## src/rtl/addsub_ctrl.sv

```systemverilog
// Initiator for the FP add/sub start/done handshake with a timeout and a response FIFO.
// Optional ADDSUB_CTRL_STATS_EN adds saturating stat_ops/stat_ovf counters.
//
// state  | meaning
// IDLE   | ready for a host request when the response FIFO has room
// ISSUE  | one-cycle add_start pulse, timer cleared
// WAIT   | waiting for add_done; abandoned after TIMEOUT cycles
module addsub_ctrl #(
    parameter int DEPTH   = 4,
    parameter int TIMEOUT = 16
) (
    input  logic        clk,
    input  logic        n_rst,
    input  logic        req_valid,
    output logic        req_ready,
    input  logic [31:0] req_op1,
    input  logic [31:0] req_op2,
    input  logic        req_mode,
    output logic        add_start,
    output logic        mode,
    output logic [31:0] op1,
    output logic [31:0] op2,
    input  logic [31:0] add_result,
    input  logic        add_done,
    input  logic        add_overflow,
    output logic        rsp_valid,
    input  logic        rsp_ready,
    output logic [31:0] rsp_result,
    output logic        rsp_overflow,
    output logic        rsp_timeout
`ifdef ADDSUB_CTRL_STATS_EN
    ,
    output logic [15:0] stat_ops,
    output logic [15:0] stat_ovf
`endif
);

    localparam int PW = $clog2(DEPTH);
    localparam int CW = PW + 1;
    localparam int TW = $clog2(TIMEOUT);

    typedef enum logic [1:0] {
        S_IDLE,
        S_ISSUE,
        S_WAIT
    } state_t;

    state_t        state;
    logic [TW-1:0] timer;
    logic [CW-1:0] count;
    logic [PW-1:0] wr_ptr;
    logic [PW-1:0] rd_ptr;

    logic [31:0] mem_result [DEPTH];
    logic        mem_ovf    [DEPTH];
    logic        mem_to     [DEPTH];

    logic        push;
    logic        pop;
    logic [31:0] push_result;
    logic        push_ovf;
    logic        push_to;

    // done takes priority over expiry when both land in the same cycle
    always_comb begin
        push        = 1'b0;
        push_result = 32'h0;
        push_ovf    = 1'b0;
        push_to     = 1'b0;
        if (state == S_WAIT) begin
            if (add_done) begin
                push        = 1'b1;
                push_result = add_result;
                push_ovf    = add_overflow;
            end else if (timer == TW'(TIMEOUT - 1)) begin
                push    = 1'b1;
                push_to = 1'b1;
            end
        end
    end

    assign rsp_valid    = (count != '0);
    assign pop          = rsp_valid && rsp_ready;
    assign req_ready    = (state == S_IDLE) && (count < CW'(DEPTH));
    assign rsp_result   = mem_result[rd_ptr];
    assign rsp_overflow = mem_ovf[rd_ptr];
    assign rsp_timeout  = mem_to[rd_ptr];

    always_ff @(posedge clk or negedge n_rst) begin
        if (!n_rst) begin
            state     <= S_IDLE;
            add_start <= 1'b0;
            op1       <= 32'h0;
            op2       <= 32'h0;
            mode      <= 1'b0;
            timer     <= '0;
        end else begin
            case (state)
                S_IDLE: begin
                    add_start <= 1'b0;
                    if (req_valid && req_ready) begin
                        op1       <= req_op1;
                        op2       <= req_op2;
                        mode      <= req_mode;
                        add_start <= 1'b1;
                        state     <= S_ISSUE;
                    end
                end
                S_ISSUE: begin
                    add_start <= 1'b0;
                    timer     <= '0;
                    state     <= S_WAIT;
                end
                S_WAIT: begin
                    add_start <= 1'b0;
                    if (push) begin
                        state <= S_IDLE;
                    end else begin
                        timer <= timer + TW'(1);
                    end
                end
                default: begin
                    add_start <= 1'b0;
                    state     <= S_IDLE;
                end
            endcase
        end
    end

    always_ff @(posedge clk or negedge n_rst) begin
        if (!n_rst) begin
            count  <= '0;
            wr_ptr <= '0;
            rd_ptr <= '0;
        end else begin
            if (push) wr_ptr <= wr_ptr + PW'(1);
            if (pop)  rd_ptr <= rd_ptr + PW'(1);
            case ({push, pop})
                2'b10:   count <= count + CW'(1);
                2'b01:   count <= count - CW'(1);
                default: count <= count;
            endcase
        end
    end

    // storage needs no reset: the empty count masks stale entries
    always_ff @(posedge clk) begin
        if (push) begin
            mem_result[wr_ptr] <= push_result;
            mem_ovf[wr_ptr]    <= push_ovf;
            mem_to[wr_ptr]     <= push_to;
        end
    end

`ifdef ADDSUB_CTRL_STATS_EN
    always_ff @(posedge clk or negedge n_rst) begin
        if (!n_rst) begin
            stat_ops <= 16'h0;
            stat_ovf <= 16'h0;
        end else if (push) begin
            if (stat_ops != 16'hFFFF) stat_ops <= stat_ops + 16'd1;
            if (push_ovf && stat_ovf != 16'hFFFF) stat_ovf <= stat_ovf + 16'd1;
        end
    end
`endif

endmodule

```

## config.mk

```make
export PLATFORM = sky130hd
export DESIGN_NAME = addsub_ctrl
export DESIGN_NICKNAME = d
export VERILOG_FILES = /design/src/rtl/addsub_ctrl.sv
export SDC_FILE = /design/constraint.sdc
export NUM_CORES = 1
export LEC_CHECK = 0
export BUFFER_PORTS_ARGS = -buffer_cell sky130_fd_sc_hd__buf_4
export CAP_MARGIN = 10
export CELL_PAD_IN_SITES_DETAIL_PLACEMENT = 0
export CELL_PAD_IN_SITES_GLOBAL_PLACEMENT = 2
export CORE_AREA = 2 2 104 207
export DETAILED_ROUTE_END_ITERATION = 10
export DIE_AREA = 0 0 106 209
export PLACE_DENSITY_LB_ADDON = 0.1
export SYNTH_ARGS = -nofsm -noshare
export SYNTH_HDL_FRONTEND = slang
export SYNTH_SLANG_ARGS = --single-unit
```

## constraint.sdc

```tcl
create_clock -name clk -period 5.5 [get_ports clk]
set_clock_uncertainty 0.05 [all_clocks]
set_input_delay 1.1 -clock clk [delete_from_list [all_inputs] [get_ports clk]]
set_output_delay 1.1 -clock clk [all_outputs]
set_load 0.1 [all_outputs]
```

After elaboration in Yosys (flattened, before gate mapping)
Memory sizes are Yosys's and may differ from the RTL's.
Index checks and enable logic that the tools add are counted.
{ "word_totals": {"wordCells": 55, "mem_count": 3, "inputBits": 103, "ram_bits": 136, "reg_bits": 79} }
{ "memory_table": {"columns": ["name", "words", "word_bits", "read_ports", "rd_ports_with_merged_regs", "write_ports", "line", "rtl"], "rows": [
  ["mem_result", 4, 32, 1, 0, 1, "54", "logic [31:0] mem_result [DEPTH];"],
  ["mem_ovf", 4, 1, 1, 0, 1, "55", "logic mem_ovf [DEPTH];"],
  ["mem_to", 4, 1, 1, 0, 1, "56", "logic mem_to [DEPTH];"]
]} }
{ "op_classes": {"order_cmp": 1, "n_addsub": 5, "muxes": 19, "n_reduce_logical": 10, "n_eq_ne": 8} }
{ "op_table": {"columns": ["cell", "n"], "rows": [
  ["2-to-1 mux 32 bit", 2],
  ["2-to-1 mux 1 bit", 11],
  ["one-hot mux 4 bit (2 select lines)", 1],
  ["one-hot mux 2 bit (3 select lines)", 1],
  ["one-hot mux 3 bit (2 select lines)", 1],
  ["AND reduction 2 bit", 3],
  ["adder 2 x 1 -> 2 bit (second input constant)", 2],
  ["adder 4 x 1 -> 4 bit (second input constant)", 1],
  ["== test 2 x 1 -> 1 bit (second input constant)", 2],
  ["== test 2 bit (second input constant)", 2],
  ["== test 4 bit (second input constant)", 1],
  ["2-to-1 mux 2 bit", 2],
  ["2-to-1 mux 4 bit", 1],
  ["!= test 2 bit (second input constant)", 2],
  ["nonzero test 2 bit", 2],
  ["adder 3 x 1 -> 3 bit (second input constant)", 1],
  ["logical AND 1 bit", 3],
  ["less-than comparator 3 bit (second input constant)", 1],
  ["nonzero test 3 bit", 1],
  ["subtractor 3 x 1 -> 3 bit (second input constant)", 1],
  ["logical NOT 2 bit", 1],
  ["!= test 2 x 1 -> 1 bit (second input constant)", 1]
]} }

Longest topological paths before layout
Gate-level depths: netlist (run 1).
{ "depth": {"depth_word": 6, "depth_mapped": 10, "ltp_nobuf": 10} }

Worst setup path after synthesis (run 1)
Ideal clock, no wire load.
{ "synth_timing": {"path_type": "flip-flop to output port", "start": "register state[0]", "end": "output port req_ready", "stages_incl_launch_ff": 2, "path_buffers": 0, "path_slack_ns": 2.677, "arrival_time_ns": 1.673, "path_cell_list": "dfrtp_1 nor3_2"} }
{ "synth_via": {"elab_chain_cells": 2} }
{ "synth_rtl": {"columns": ["item", "line", "rtl"], "rows": [
  ["start: declaration", "48", "state_t state;"],
  ["start signal: assignment", "91", "state <= S_IDLE;"],
  ["start signal: assignment", "106", "state <= S_ISSUE;"],
  ["start signal: assignment", "112", "state <= S_WAIT;"],
  ["logical NOT 2 bit", "84", "assign req_ready = (state == S_IDLE) && (count < CW'(DEPTH));"],
  ["logical AND 1 bit", "84", null],
  ["end: declaration", "15", "output logic req_ready,"]
]} }
Every way passes these cells.

Worst setup path after layout (run 1)
{ "layout_timing": {"start": "register rd_ptr[0]", "end": "output port rsp_result[6]"} }
{ "layout_via": {"elab_chain_cells": 1} }
{ "layout_rtl": {"columns": ["item", "line", "rtl"], "rows": [
  ["start: declaration", "52", "logic [PW-1:0] rd_ptr;"],
  ["start signal: assignment", "137", "if (pop) rd_ptr <= rd_ptr + PW'(1);"],
  ["memory read (4 x 32 bit)", null, null],
  ["end: declaration", "28", "output logic [31:0] rsp_result,"]
]} }
Every way passes these cells.

==> results of run 1 <==
==> layer usage <==
layer	global-route usage	share of wire	vias up
li1	-	-	2054
met1	0.205	0.40	2323
met2	0.276	0.54	129
met3	0.0328	0.053	14
met4	0.0399	0.013	0
met5	0	0	-
==> cell usage after synthesis, types with 4 or more instances <==
master and instances:
mux2_4 39, and3_1 34, nand2_1 4, buf_12 5
and2_1 5, clkbuf_1 6, nand3_1 5, mux4_2 34
ha_1 6, dfrtp_1 79, edfxtp_1 136, mux2_2 27
inv_1 6, buf_4 5
==> path summary, 6_finish.rpt <==
check / to / startpoint / cells after the start
hold / removal: op2[0]$_DFFE_PN0P_ / op2[0]$_DFFE_PN0P_ / 1
setup reg to reg: mem_result[3][27]$_DFFE_PP_ / state[0]$_DFFE_PN0P_ / 4
setup / recovery: rsp_result[6] / rd_ptr[0]$_DFFE_PN0P_ / 3
hold reg to reg: op2[0]$_DFFE_PN0P_ / op2[0]$_DFFE_PN0P_ / 1
max in group asynchronous: rd_ptr[1]$_DFFE_PN0P_ / n_rst / 2
min in group asynchronous: op2[6]$_DFFE_PN0P_ / n_rst / 1
==> area by class of cell <==
| type | instances | area (sq um) |
|---|---|---|
| inverter | 6 | 22.5 |
| multi-input combinational | 181 | 2240 |
| clock inverter | 11 | 85.1 |
| timing repair buffer | 207 | 1550 |
| clock buffer | 25 | 519 |
| fill | 1766 | 9910 |
| sequential | 215 | 6060 |
| tap | 269 | 337 |
==> cell families after synthesis <==
| kind of cell | share of synthesized area |
|---|---|
| mux | 0.198 |
| xor+xnor | 0.00618 |
| fa+ha+maj | 0.0112 |
| buf+inv | 0.0243 |
| compound gates | 0.00500 |
| simple gates | 0.0424 |
| flops | 0.713 |
==> registers in the layout, indices dropped and copies added, names as in the netlist <==
signal,flops
count,3
rd_ptr,2
add_start,1
mem_to,4
timer,4
op1,32
mem_ovf,4
mode,1
op2,32
mem_result,128
state,2
wr_ptr,2
==> through the flow <==
step                cell area, sq um  utilization  cells  worst slack (ns)  hold WS, ns
floorplan                       8500            -    423              2.68        0.427
global placement               10200        0.493    878              2.16        0.442
detailed placement             10200        0.493    878              2.16        0.443
CTS                            10800        0.522    914              1.63        0.459
global route                   10800        0.522    914              1.51        0.465
finish                         10800        0.522    914              1.72        0.455
==> out/qor.csv, run 1 <==
metric;value;unit
status;finished, final reports clean;
cts_buffers;20;
overflow;0;
final_nets;741;
max_freq;264;MHz
rsz0062_at_grt;no;
tightestPinTransition;1.12;ns
htreeDepth;1;
synth-edff-count;136;
postCtsResizedCells;0;
path_class;register to output port;
setup_violations;0;
synth_top_cell_by_area;edfxtp_1;
gp_congestion;0.724;
holdBufCountCts;0;
synth.net_count;533;
boundaryPins;205;
grt_pass1_vias;4715;
hold_viol;0;
via_per_inst;4.95;
io_buffers;204;
grt_pass1_wl;27200;microns
syn_inst;423;
rows;75;
hp-class;register to register;
synth_ff_type;edfxtp_1;
die_h;209;microns
synth_top_area_share;0.480;
insertion_delay;0.49;ns
route.vias.total;4520;
dp_hpwl;11300;microns
synth_area;8500;sq um
fp.dieW;106;microns
cap_violations;0;
startpoint_type;register;
antenna_cells;0;
crit_fanout;23;
ys_seq_area_frac;0.713;
max_stage_delay;0.85;ns
yosysUniqueCellTypes;34;
final_common_cell;buf_4;
path_clk_slew;0.06;ns
synth.avg_cell_area;20.1;sq um
critical_path_buf_inv_count;2;
ys_ff_latch;215;
slew_headroom;0.256;
clock_sinks;215;
syn_to_final_growth;27.3;%
layout_common_cells;buf_4, edfxtp_1, dfrtp_1, mux2_4;
crit_chain;buf_4 > mux4_2 > buf_4;
wl_per_cell;19.5;microns
antenna_found_initial;0;
track_usage;0.160;
synthTopCellsByArea;edfxtp_1, dfrtp_1, mux4_2, mux2_4, mux2_2;
cts-root-buf;clkbuf_16;
finalWirelength;17800;microns
rrSetupSlack;2.96;ns
cts_tree;done;
ys_async_sr_fraction;0.367;
core_area;20700;sq um
drv_slew;0;
cp_common_cell;buf_4;
timing.critical_path.slowest_stage_cell;dfrtp_2;
period_needed;3.78;ns
endpoint_kind;output port;
drt_iter0_drc;219;
setup_tns;0;ns
worst-endpoint-required;4.35;ns
cts_buffer_depth;3;
critPathTopFamily;flip-flops;
start_util;0.410;
postCtsSetupBuffers;0;
fin_crit_sh;0.688;
synth_warnings;0;
grt_max_degree;67;
die-area;22200;sq um
drc;0;
crit_arrival;2.63;ns
drive_above_1_share;0.532;
ant_nets;0;
firstDrtPassIters;4;
Power of run 1 is not shown: default switching activity piles up to over one toggle a cycle in this logic, so the estimate is an artifact.
==> run 2, diff against run 1 <==
--- a/config.mk
+++ b/config.mk
@@ -9,9 +9,9 @@
 export CAP_MARGIN = 10
 export CELL_PAD_IN_SITES_DETAIL_PLACEMENT = 0
 export CELL_PAD_IN_SITES_GLOBAL_PLACEMENT = 2
-export CORE_AREA = 2 2 104 207
+export CORE_AREA = 2 2 114 226
 export DETAILED_ROUTE_END_ITERATION = 10
-export DIE_AREA = 0 0 106 209
+export DIE_AREA = 0 0 116 228
 export PLACE_DENSITY_LB_ADDON = 0.1
 export SYNTH_ARGS = -nofsm -noshare
 export SYNTH_HDL_FRONTEND = slang
==> constraint.sdc (replaced) <==
create_clock -name clk -period 3.3 [get_ports clk]
set_clock_uncertainty 0.05 [all_clocks]
set_input_delay 0.66 -clock clk [delete_from_list [all_inputs] [get_ports clk]]
set_output_delay 0.66 -clock clk [all_outputs]
set_load 0.1 [all_outputs]
==> run 2 against run 1 <==
  * Utilization is 7.2 points lower
  * Non-clock buffer count is 8 higher
  * First-iteration DRC count is 16% lower
  * Global-route usage is 1.1 points lower
  * Register-to-register slack worse by 2.0 ns
  * Die area is 19% higher
  * Largest cell class unchanged
  * Worst hold slack worse by 0.30 ns
==> out/qor.csv, run 2 (same netlist as run 1, synthesis figures left out) <==
metric;value;unit
status;finished, final reports clean;
cts_buffers;22;
slew_headroom;0.536;
placed_cell_area;10500;sq um
regMostFlops;mem_result;
die-area;26400;sq um
endpoint_kind;output port;
startpoint_type;register;
crit_arrival;2.37;ns
period_needed;3.08;ns
multi_input_area;2240;sq um
antenna_found_initial;1;
cap_violations;0;
grt_max_degree;53;
postCtsSetupBuffers;0;
cts-root-buf;clkbuf_16;
routedLengthMet1;7220;microns
top_layer_used;met4;
grt_pass1_wl;29600;microns
insertion_delay;0.50;ns
wl_per_cell;19.5;microns
fin_crit_sh;0.935;
path_clk_slew;0.06;ns
finalWirelength;19300;microns
cts_tree;done;
tightestPinTransition;0.696;ns
start_util;0.342;
core_area;24800;sq um
largest_reg_flops;128;
wl_met2;10600;microns
post-place-ws;0.683;ns
syn_to_final_growth;31.4;%
drt_iter0_drc;184;
path_class;register to output port;
setup_slack;0.216;ns
hold_viol;0;
clock_sinks;215;
overflow;0;
placedCellCount;953;
track_usage;0.149;
stdcell_count;993;
postCtsResizedCells;0;
layout_common_cells;buf_4, edfxtp_1, dfrtp_1, mux2_4;
drv_slew;0;
grt_pass1_vias;5010;
cts_buffer_depth;3;
fin_area;11200;sq um
final_common_cell;buf_4;
crit_fanout;14;
reg_top3;mem_result (128), op1 (32), op2 (32);
setup_violations;0;
setup_tns;0;ns
fillers;2325;
dp_hpwl;12700;microns
worst-endpoint-required;2.59;ns
seq_area;6060;sq um
holdBufCountCts;0;
ant_nets;0;
rsz0062_at_grt;no;
io_buffers;204;
boundaryPins;205;
max_freq;324;MHz
hp-class;primary input to async pin;
die_h;228;microns
final_nets;751;
drc;0;
met3_wirelength;1020;microns
via_per_inst;4.57;
drive_above_1_share;0.543;
gp_congestion;0.704;
firstDrtPassIters;6;
route.vias.total;4535;
fp.dieW;116;microns
rows;82;
htreeDepth;1;
==> run 2: final timing paths <==
check | start | endpoint | slack [ns] | cells after the start
max | rd_ptr[0]$_DFFE_PN0P_ | rsp_result[17] | 0.22 | 3
min | n_rst | op2[3]$_DFFE_PN0P_ | 0.16 | 1
max reg2reg | timer[0]$_DFFE_PN0P_ | count[2]$_DFFE_PN0P_ | 0.95 | 10
min reg2reg | op1[19]$_DFFE_PN0P_ | op1[19]$_DFFE_PN0P_ | 0.46 | 1
max in group asynchronous | n_rst | op2[13]$_DFFE_PN0P_ | 2.43 | 2
min in group clk | req_valid | state[0]$_DFFE_PN0P_ | 0.33 | 2
==> run 2: per-stage QoR <==
step | hold slack, ns | utilization
global placement | 0.443 | 0.421
global route | 0.205 | 0.450
floorplan | 0.314 | -
detailed placement | 0.443 | 0.421
finish | 0.160 | 0.450
CTS | 0.162 | 0.450
==> run 2: final cells by class <==
| type | count | share of cell area |
|---|---|---|
| Antenna cell | 1 | 0.000224 |
| Clock buffer | 29 | 0.0525 |
| Clock inverter | 10 | 0.0120 |
| Inverter | 6 | 0.00202 |
| Multi-Input combinational cell | 181 | 0.201 |
| Sequential cell | 215 | 0.543 |
| Tap cell | 336 | 0.0376 |
| Timing Repair Buffer | 215 | 0.152 |
==> run 2: layer usage <==
layer  track usage  vias to the layer above
li1              -                     2071
met1         0.179                     2311
met2         0.261                      126
met3        0.0282                       27
met4        0.0547                        0
met5             0                        -
==> run 2: worst max-delay path: stages (launching register included) <==
cell and delay, ns:
dfrtp_2 0.71, buf_4 0.35, mux4_2 0.55, buf_4 0.25
Power of run 2 is left out for the same reason.
